<file path="src/rtl/sme_pkg.sv">
// Shared definitions for the SME host driver: character constants,
// buffer depth defaults and the controller state encoding.
package sme_pkg;

  localparam logic [7:0] HEAD  = 8'h5E;
  localparam logic [7:0] STAR  = 8'h2A;
  localparam logic [7:0] DOT   = 8'h2E;
  localparam logic [7:0] END   = 8'h24;
  localparam logic [7:0] SPACE = 8'h20;

  localparam int STR_MAX_DEF = 32;
  localparam int PAT_MAX_DEF = 8;
  localparam int TIMEOUT_DEF = 255;

  typedef enum logic [2:0] {
    ST_IDLE   = 3'd0,
    ST_LOAD   = 3'd1,
    ST_SEND   = 3'd2,
    ST_WAIT   = 3'd3,
    ST_REPORT = 3'd4
  } state_t;

endpackage

</file>
<file path="src/rtl/sme_char_buf.sv">
// Byte buffer with a saturating length counter. Bytes beyond DEPTH are
// dropped; wr_first restarts the frame at index 0.
module sme_char_buf #(
  parameter int DEPTH = 32,
  localparam int AW = $clog2(DEPTH),
  localparam int LW = AW + 1
) (
  input  logic          clk,
  input  logic          reset,
  input  logic          wr_en,
  input  logic          wr_first,
  input  logic [7:0]    wr_data,
  input  logic [AW-1:0] rd_idx,
  output logic [7:0]    rd_data,
  output logic [LW-1:0] len
);

  localparam logic [LW-1:0] LEN_ONE = {{(LW-1){1'b0}}, 1'b1};

  logic [7:0]    mem_r [DEPTH];
  logic [LW-1:0] len_r;
  logic [AW-1:0] wr_addr_s;
  logic          wr_do_s;

  // write address and overflow gating
  always_comb begin
    wr_addr_s = wr_first ? {AW{1'b0}} : len_r[AW-1:0];
    wr_do_s   = wr_en & (wr_first | (len_r < LW'(DEPTH)));
  end

  // frame length, saturating at DEPTH
  always_ff @(posedge clk) begin
    if (reset) begin
      len_r <= {LW{1'b0}};
    end else if (wr_do_s) begin
      len_r <= wr_first ? LEN_ONE : len_r + LEN_ONE;
    end
  end

  // storage
  always_ff @(posedge clk) begin
    if (wr_do_s) begin
      mem_r[wr_addr_s] <= wr_data;
    end
  end

  assign rd_data = mem_r[rd_idx];
  assign len     = len_r;

endmodule

</file>
<file path="src/rtl/sme_host.sv">
// Host-side SME driver: buffers string/pattern frames, replays them onto the
// SME bus with gapless string->pattern sequencing, and returns the result.
module sme_host
  import sme_pkg::*;
#(
  parameter int STR_MAX = STR_MAX_DEF,
  parameter int PAT_MAX = PAT_MAX_DEF,
  parameter int TIMEOUT = TIMEOUT_DEF
) (
  input  logic       clk,
  input  logic       reset,
  input  logic       in_valid,
  output logic       in_ready,
  input  logic [7:0] in_data,
  input  logic       in_kind,
  input  logic       in_last,
  output logic [7:0] chardata,
  output logic       isstring,
  output logic       ispattern,
  input  logic       valid,
  input  logic       match,
  input  logic [4:0] match_index,
  output logic       res_valid,
  input  logic       res_ready,
  output logic       res_match,
  output logic [4:0] res_index,
  output logic       res_timeout,
  output logic       busy
);

  localparam int SAW = $clog2(STR_MAX);
  localparam int SLW = SAW + 1;
  localparam int PAW = $clog2(PAT_MAX);
  localparam int PLW = PAW + 1;

  state_t         state_r, state_s;
  logic           kind_r, str_pending_r;
  logic [SAW-1:0] idx_r, idx_s;
  logic [7:0]     wcnt_r;
  logic [7:0]     chardata_r, char_s;
  logic           isstring_r, is_s, ispattern_r, ip_s;
  logic           res_valid_r, res_match_r, res_timeout_r;
  logic [4:0]     res_index_r;

  logic           accept_s, first_s, frame_kind_s, frame_end_s, start_send_s;
  logic           pat_done_s, timeout_s, str_wr_s, pat_wr_s;
  logic [SLW-1:0] slen_s, idx_inc_s;
  logic [PLW-1:0] plen_s;
  logic [SAW-1:0] str_rd_s;
  logic [PAW-1:0] pat_rd_s;
  logic [7:0]     str_byte_s, pat_byte_s;

  assign in_ready = (state_r == ST_IDLE) | (state_r == ST_LOAD);
  assign busy     = (state_r != ST_IDLE);

  // frame acceptance and sequencing conditions
  always_comb begin
    first_s      = (state_r == ST_IDLE);
    accept_s     = in_valid & in_ready;
    frame_kind_s = first_s ? in_kind : kind_r;
    frame_end_s  = accept_s & in_last;
    start_send_s = frame_end_s & frame_kind_s;
    str_wr_s     = accept_s & ~frame_kind_s;
    pat_wr_s     = accept_s & frame_kind_s;
    idx_inc_s    = {1'b0, idx_r} + {{SAW{1'b0}}, 1'b1};
    pat_done_s   = ispattern_r & (idx_inc_s >= SLW'(plen_s));
    timeout_s    = ((wcnt_r + 8'd1) == 8'(TIMEOUT));
  end

  sme_char_buf #(.DEPTH(STR_MAX)) u_str_buf (
    .clk      (clk),
    .reset    (reset),
    .wr_en    (str_wr_s),
    .wr_first (first_s),
    .wr_data  (in_data),
    .rd_idx   (str_rd_s),
    .rd_data  (str_byte_s),
    .len      (slen_s)
  );

  sme_char_buf #(.DEPTH(PAT_MAX)) u_pat_buf (
    .clk      (clk),
    .reset    (reset),
    .wr_en    (pat_wr_s),
    .wr_first (first_s),
    .wr_data  (in_data),
    .rd_idx   (pat_rd_s),
    .rd_data  (pat_byte_s),
    .len      (plen_s)
  );

  // next-state decode
  always_comb begin
    state_s = state_r;
    case (state_r)
      ST_IDLE, ST_LOAD: begin
        if (frame_end_s) begin
          state_s = frame_kind_s ? ST_SEND : ST_IDLE;
        end else if (accept_s) begin
          state_s = ST_LOAD;
        end else begin
          state_s = state_r;
        end
      end
      ST_SEND:   state_s = pat_done_s ? ST_WAIT : ST_SEND;
      ST_WAIT:   state_s = (valid | timeout_s) ? ST_REPORT : ST_WAIT;
      ST_REPORT: state_s = res_ready ? ST_IDLE : ST_REPORT;
      default:   state_s = ST_IDLE;
    endcase
  end

  // next bus beat; a single-byte pattern frame forwards in_data as pat[0]
  always_comb begin
    char_s   = 8'h00;
    is_s     = 1'b0;
    ip_s     = 1'b0;
    idx_s    = idx_r;
    str_rd_s = {SAW{1'b0}};
    pat_rd_s = {PAW{1'b0}};
    if (start_send_s) begin
      idx_s = {SAW{1'b0}};
      if (str_pending_r) begin
        is_s   = 1'b1;
        char_s = str_byte_s;
      end else begin
        ip_s   = 1'b1;
        char_s = first_s ? in_data : pat_byte_s;
      end
    end else if ((state_r == ST_SEND) && isstring_r) begin
      if (idx_inc_s < slen_s) begin
        str_rd_s = idx_inc_s[SAW-1:0];
        is_s     = 1'b1;
        char_s   = str_byte_s;
        idx_s    = idx_inc_s[SAW-1:0];
      end else begin
        ip_s     = 1'b1;
        char_s   = pat_byte_s;
        idx_s    = {SAW{1'b0}};
      end
    end else if ((state_r == ST_SEND) && !pat_done_s) begin
      pat_rd_s = idx_inc_s[PAW-1:0];
      ip_s     = 1'b1;
      char_s   = pat_byte_s;
      idx_s    = idx_inc_s[SAW-1:0];
    end else begin
      idx_s    = idx_r;
    end
  end

  // controller state, frame kind, pending string and wait counter
  always_ff @(posedge clk) begin
    if (reset) begin
      state_r       <= ST_IDLE;
      kind_r        <= 1'b0;
      str_pending_r <= 1'b0;
      idx_r         <= {SAW{1'b0}};
      wcnt_r        <= 8'd0;
    end else begin
      state_r <= state_s;
      idx_r   <= idx_s;
      wcnt_r  <= (state_r == ST_WAIT) ? wcnt_r + 8'd1 : 8'd0;
      if (accept_s && first_s) kind_r <= in_kind;
      if (start_send_s) begin
        str_pending_r <= 1'b0;
      end else if (frame_end_s && !frame_kind_s) begin
        str_pending_r <= 1'b1;
      end
    end
  end

  // registered SME bus
  always_ff @(posedge clk) begin
    if (reset) begin
      chardata_r  <= 8'h00;
      isstring_r  <= 1'b0;
      ispattern_r <= 1'b0;
    end else begin
      chardata_r  <= char_s;
      isstring_r  <= is_s;
      ispattern_r <= ip_s;
    end
  end

  // result capture; held until upstream takes it
  always_ff @(posedge clk) begin
    if (reset) begin
      res_valid_r   <= 1'b0;
      res_match_r   <= 1'b0;
      res_index_r   <= 5'd0;
      res_timeout_r <= 1'b0;
    end else if ((state_r == ST_WAIT) && valid) begin
      res_valid_r   <= 1'b1;
      res_match_r   <= match;
      res_index_r   <= match_index;
      res_timeout_r <= 1'b0;
    end else if ((state_r == ST_WAIT) && timeout_s) begin
      res_valid_r   <= 1'b1;
      res_match_r   <= 1'b0;
      res_index_r   <= 5'd0;
      res_timeout_r <= 1'b1;
    end else if ((state_r == ST_REPORT) && res_ready) begin
      res_valid_r   <= 1'b0;
      res_match_r   <= 1'b0;
      res_index_r   <= 5'd0;
      res_timeout_r <= 1'b0;
    end
  end

  assign chardata    = chardata_r;
  assign isstring    = isstring_r;
  assign ispattern   = ispattern_r;
  assign res_valid   = res_valid_r;
  assign res_match   = res_match_r;
  assign res_index   = res_index_r;
  assign res_timeout = res_timeout_r;

endmodule

</file>
<file path="config.mk">
export PLATFORM = sky130hd
export DESIGN_NAME = sme_host
export DESIGN_NICKNAME = d
export VERILOG_FILES = /design/src/rtl/sme_pkg.sv /design/src/rtl/sme_char_buf.sv /design/src/rtl/sme_host.sv
export SDC_FILE = /design/constraint.sdc
export NUM_CORES = 1
export LEC_CHECK = 0
export BUFFER_PORTS_ARGS = -buffer_cell sky130_fd_sc_hd__buf_2
export CAP_MARGIN = 40
export CELL_PAD_IN_SITES_DETAIL_PLACEMENT = 0
export CELL_PAD_IN_SITES_GLOBAL_PLACEMENT = 1
export CORE_MARGIN = 1.5
export CORE_UTILIZATION = 40
export DETAILED_ROUTE_END_ITERATION = 6
export GPL_TIMING_DRIVEN = 0
export HOLD_SLACK_MARGIN = 0.06
export PLACE_DENSITY = 0.73
export SLEW_MARGIN = 10
export SYNTH_ARGS = -nofsm -noshare
export SYNTH_HDL_FRONTEND = slang
export SYNTH_HIERARCHICAL = 1
export SYNTH_SLANG_ARGS = --single-unit
</file>
<file path="constraint.sdc">
create_clock -name clk -period 12.3 [get_ports clk]
set_input_delay 0 -clock clk [delete_from_list [all_inputs] [get_ports clk]]
set_output_delay 0 -clock clk [all_outputs]
set_load 0.02 [all_outputs]
</file>
==> flow_summary_export.csv <==
group,metric,value,unit
synthesis,ys_seq_area_frac,0.6886,
synthesis,ys.flop_type,"edfxtp_1",
floorplanning,die_h,198.5,um
clock_tree,clock-root-buffer,"clkbuf_16",
placed_design,port_buffers,40,
route,vias,8285,
timing,fmax,0.1713,GHz
critical_path,end_kind,"register",
clock_tree,post_cts_resized,0,
route,wire_per_inst,21.59,um
synthesis,async_flop_share,0,
global_route,grt_overflow,0,
route,detail-route-antenna-nets,0,
finish,final.fill_count,3235,
clock_tree,cts_setup_buffers,0,
global_route,grt_usage,0.1707,
critical_path,crit_type,"register to register",
power_and_ir_drop,power-per-cell-area,146.8,nW/um^2
synthesis,synth_cells,876,
timing,slew_violations,0,
route,drt_iter0_drc,490,
critical_path,worstReg2RegStart,"idx_r[0]",
clock_tree,hold_buffers,23,
finish,layout-drive-gt1-share,0.2188,
route,first_pass_iters,5,
critical_path,required,12720,ps
global_route,grt_pass1_wl,49580,um
finish,final_common_cell,"edfxtp_1",
timing,rsz0062_at_grt,"no",
finish,multiInputGateArea,4442,sq um
finish,num_antenna_cells,0,
floorplanning,initial_core_util,0.4060,
timing,timing.final.crit_period,5837,ps
synthesis,yosysWarnings,6,
clock_tree,path_clk_slew,60,ps
finish,syn_to_final_growth,15.12,%
global_route,use_met3,0.02730,
hold_path,hold_class,"primary input to register",
global_route,first_global_vias,8156,
timing,final-setup-viol-count,0,
floorplanning,io_pins,41,
global_route,antenna_found_initial,0,
timing,whs,69.61,ps
finish,num-nets-final,1017,
clock_tree,h-tree-depth,2,
finish,seq_area,10530,sq um
floorplanning,dieWidth,198.5,um
clock_tree,clkLatencyLatePin,550,ps
finish,final_cells,1521,
timing,worst_pin_slew,908.4,ps
power_and_ir_drop,leakagePower,5.544,nW
floorplanning,core-area,37670,sq um
clock_tree,cts_buffers,39,
global_route,grt_max_degree,42,
critical_path,cp-startpoint,"idx_r[0]",
route,wl,32830,um
synthesis,ys_ff_latch,366,
timing,period_share,0.4745,
power_and_ir_drop,finalPower,0.002584,W
critical_path,arrival,6250,ps
power_and_ir_drop,vdd_drop_max,0.07994,mV
synthesis,syn_avg_cell_area,17.46,sq um
outcome,status,"complete, no violations",
global_route,busiest_layer,"met2",
timing,hold_violations,0,
clock_tree,cts_tree,"done",
placed_design,hpwl,21300,um
route,vias_per_cell,5.447,
synthesis,netlist_area,15290,sq um
timing,timing.slew.headroom,0.3903,
hold_path,hold_start,"in_data[0]",
job,maxCapViolations,0,
clock_tree,cts_sinks,366,
route,drc,0,
floorplanning,row_count,71,
synthesis,synth-edff-count,320,
placed_design,numPlacedInstances,1428,
global_route,globalRouteMet2Util,0.2645,
timing,skew,19.25,ps
global_route,grt_use_met1,0.2485,
timing,setup_tns,0,ps
synthesis,synth_nets,911,
critical_path,path_max_fanout,10,
synthesis,ys_types,62,
floorplanning,die-area,39410,sq um
finish,mostFrequentLayoutCells,"edfxtp_1, mux4_2, nor2_1",
clock_tree,clockBufferDepth,3,
critical_path,start_kind,"register",
placed_design,gp_congestion,0.7810,
## cell type report
type | instances | area share
sequential | 366 | 0.5982
multi-input combinational | 445 | 0.2523
clock buffer | 49 | 0.05814
tap | 511 | 0.03632
timing repair buffer | 65 | 0.02516
buffer | 44 | 0.01372
clock inverter | 20 | 0.01173
inverter | 21 | 0.004478
## worst paths after layout
kind	to	slack, ps	cells after the start
worst min register to register	res_timeout	500	1
worst max-delay path	chardata[4]	6460	18
worst min-delay path	u_str_buf/mem_r[11][0]	70	1
worst max register to register	chardata[4]	6460	18
## per-stage QoR
stage | utilization | area [sq um] | worst slack, ps
after floorplan | - | 15290 | 7804
after global placement | 0.4283 | 16130 | 6490
after detailed placement | 0.4284 | 16140 | 6425
after CTS | 0.4672 | 17600 | 6389
after global routing | 0.4674 | 17600 | 6005
final | 0.4674 | 17600 | 6463
## layer usage
metal / wire length (um) / part of all wire
met5: 0 / 0
met4: 787 / 0.024
met3: 1811 / 0.055
met2: 15430 / 0.47
met1: 14810 / 0.45
## cell usage after synthesis, types with 7 or more instances
master,count,area share
a22oi_1,8,0.0039
buf_1,9,0.0022
mux2_2,16,0.012
mux4_2,81,0.12
nor2_1,71,0.017
a21oi_1,14,0.0046
mux2i_1,14,0.0092
nand3_1,18,0.0059
nand2_1,29,0.0071
edfxtp_1,320,0.63
nand2b_1,17,0.0070
buf_4,8,0.0039
dfxtp_1,46,0.060
ha_1,14,0.011
o21ai_0,27,0.0088
inv_1,20,0.0049
nor2b_1,10,0.0041
clkbuf_1,17,0.0042
nor3_1,11,0.0036
a32oi_1,7,0.0040
o21ai_1,8,0.0026
mux4_1,15,0.026
## flip-flops by register name, indices dropped and copies added (netlist names)
| signal | cells |
|---|---|
| isstring | 1 |
| ispattern | 1 |
| u_str_buf/mem_r | 256 |
| res_match | 1 |
| res_valid | 1 |
| u_str_buf/len | 6 |
| kind_r | 1 |
| u_pat_buf/len | 4 |
| res_index | 5 |
| res_timeout | 1 |
| wcnt_r | 8 |
| state_r | 3 |
| u_pat_buf/mem_r | 64 |
| chardata | 8 |
| str_pending_r | 1 |
| idx_r | 5 |
## worst max-delay path, stage by stage, from the launching register on
cell and delay, ps:
dfxtp_1 510, ha_1 320, and3_2 250, xnor2_1 180, ha_1 310, a21oi_1 130
a21boi_1 140, or4_1 520, clkbuf_1 190, nor2_1 110, clkbuf_1 550, buf_1 680
mux4_2 460, mux4_2 510, mux2_2 340, nand2_1 80, o21ai_0 80, a22oi_1 200
o21ai_1 130
## where the power goes
group          switching [W]  total [W]  internal (W)
Combinational      0.0000612  0.0000948     0.0000336
Clock               0.000470    0.00113      0.000657
Sequential        0.00000428    0.00136       0.00136
## logic make-up after synthesis
logic type,Yosys count,synth area share
fa+ha+maj,14,0.01145
simple gates,196,0.06513
buf+inv,65,0.02095
flops,366,0.6886
compound gates,100,0.04271
xor+xnor,9,0.005155
mux,126,0.1660
Note: power is estimated with default switching activity, not from simulation.
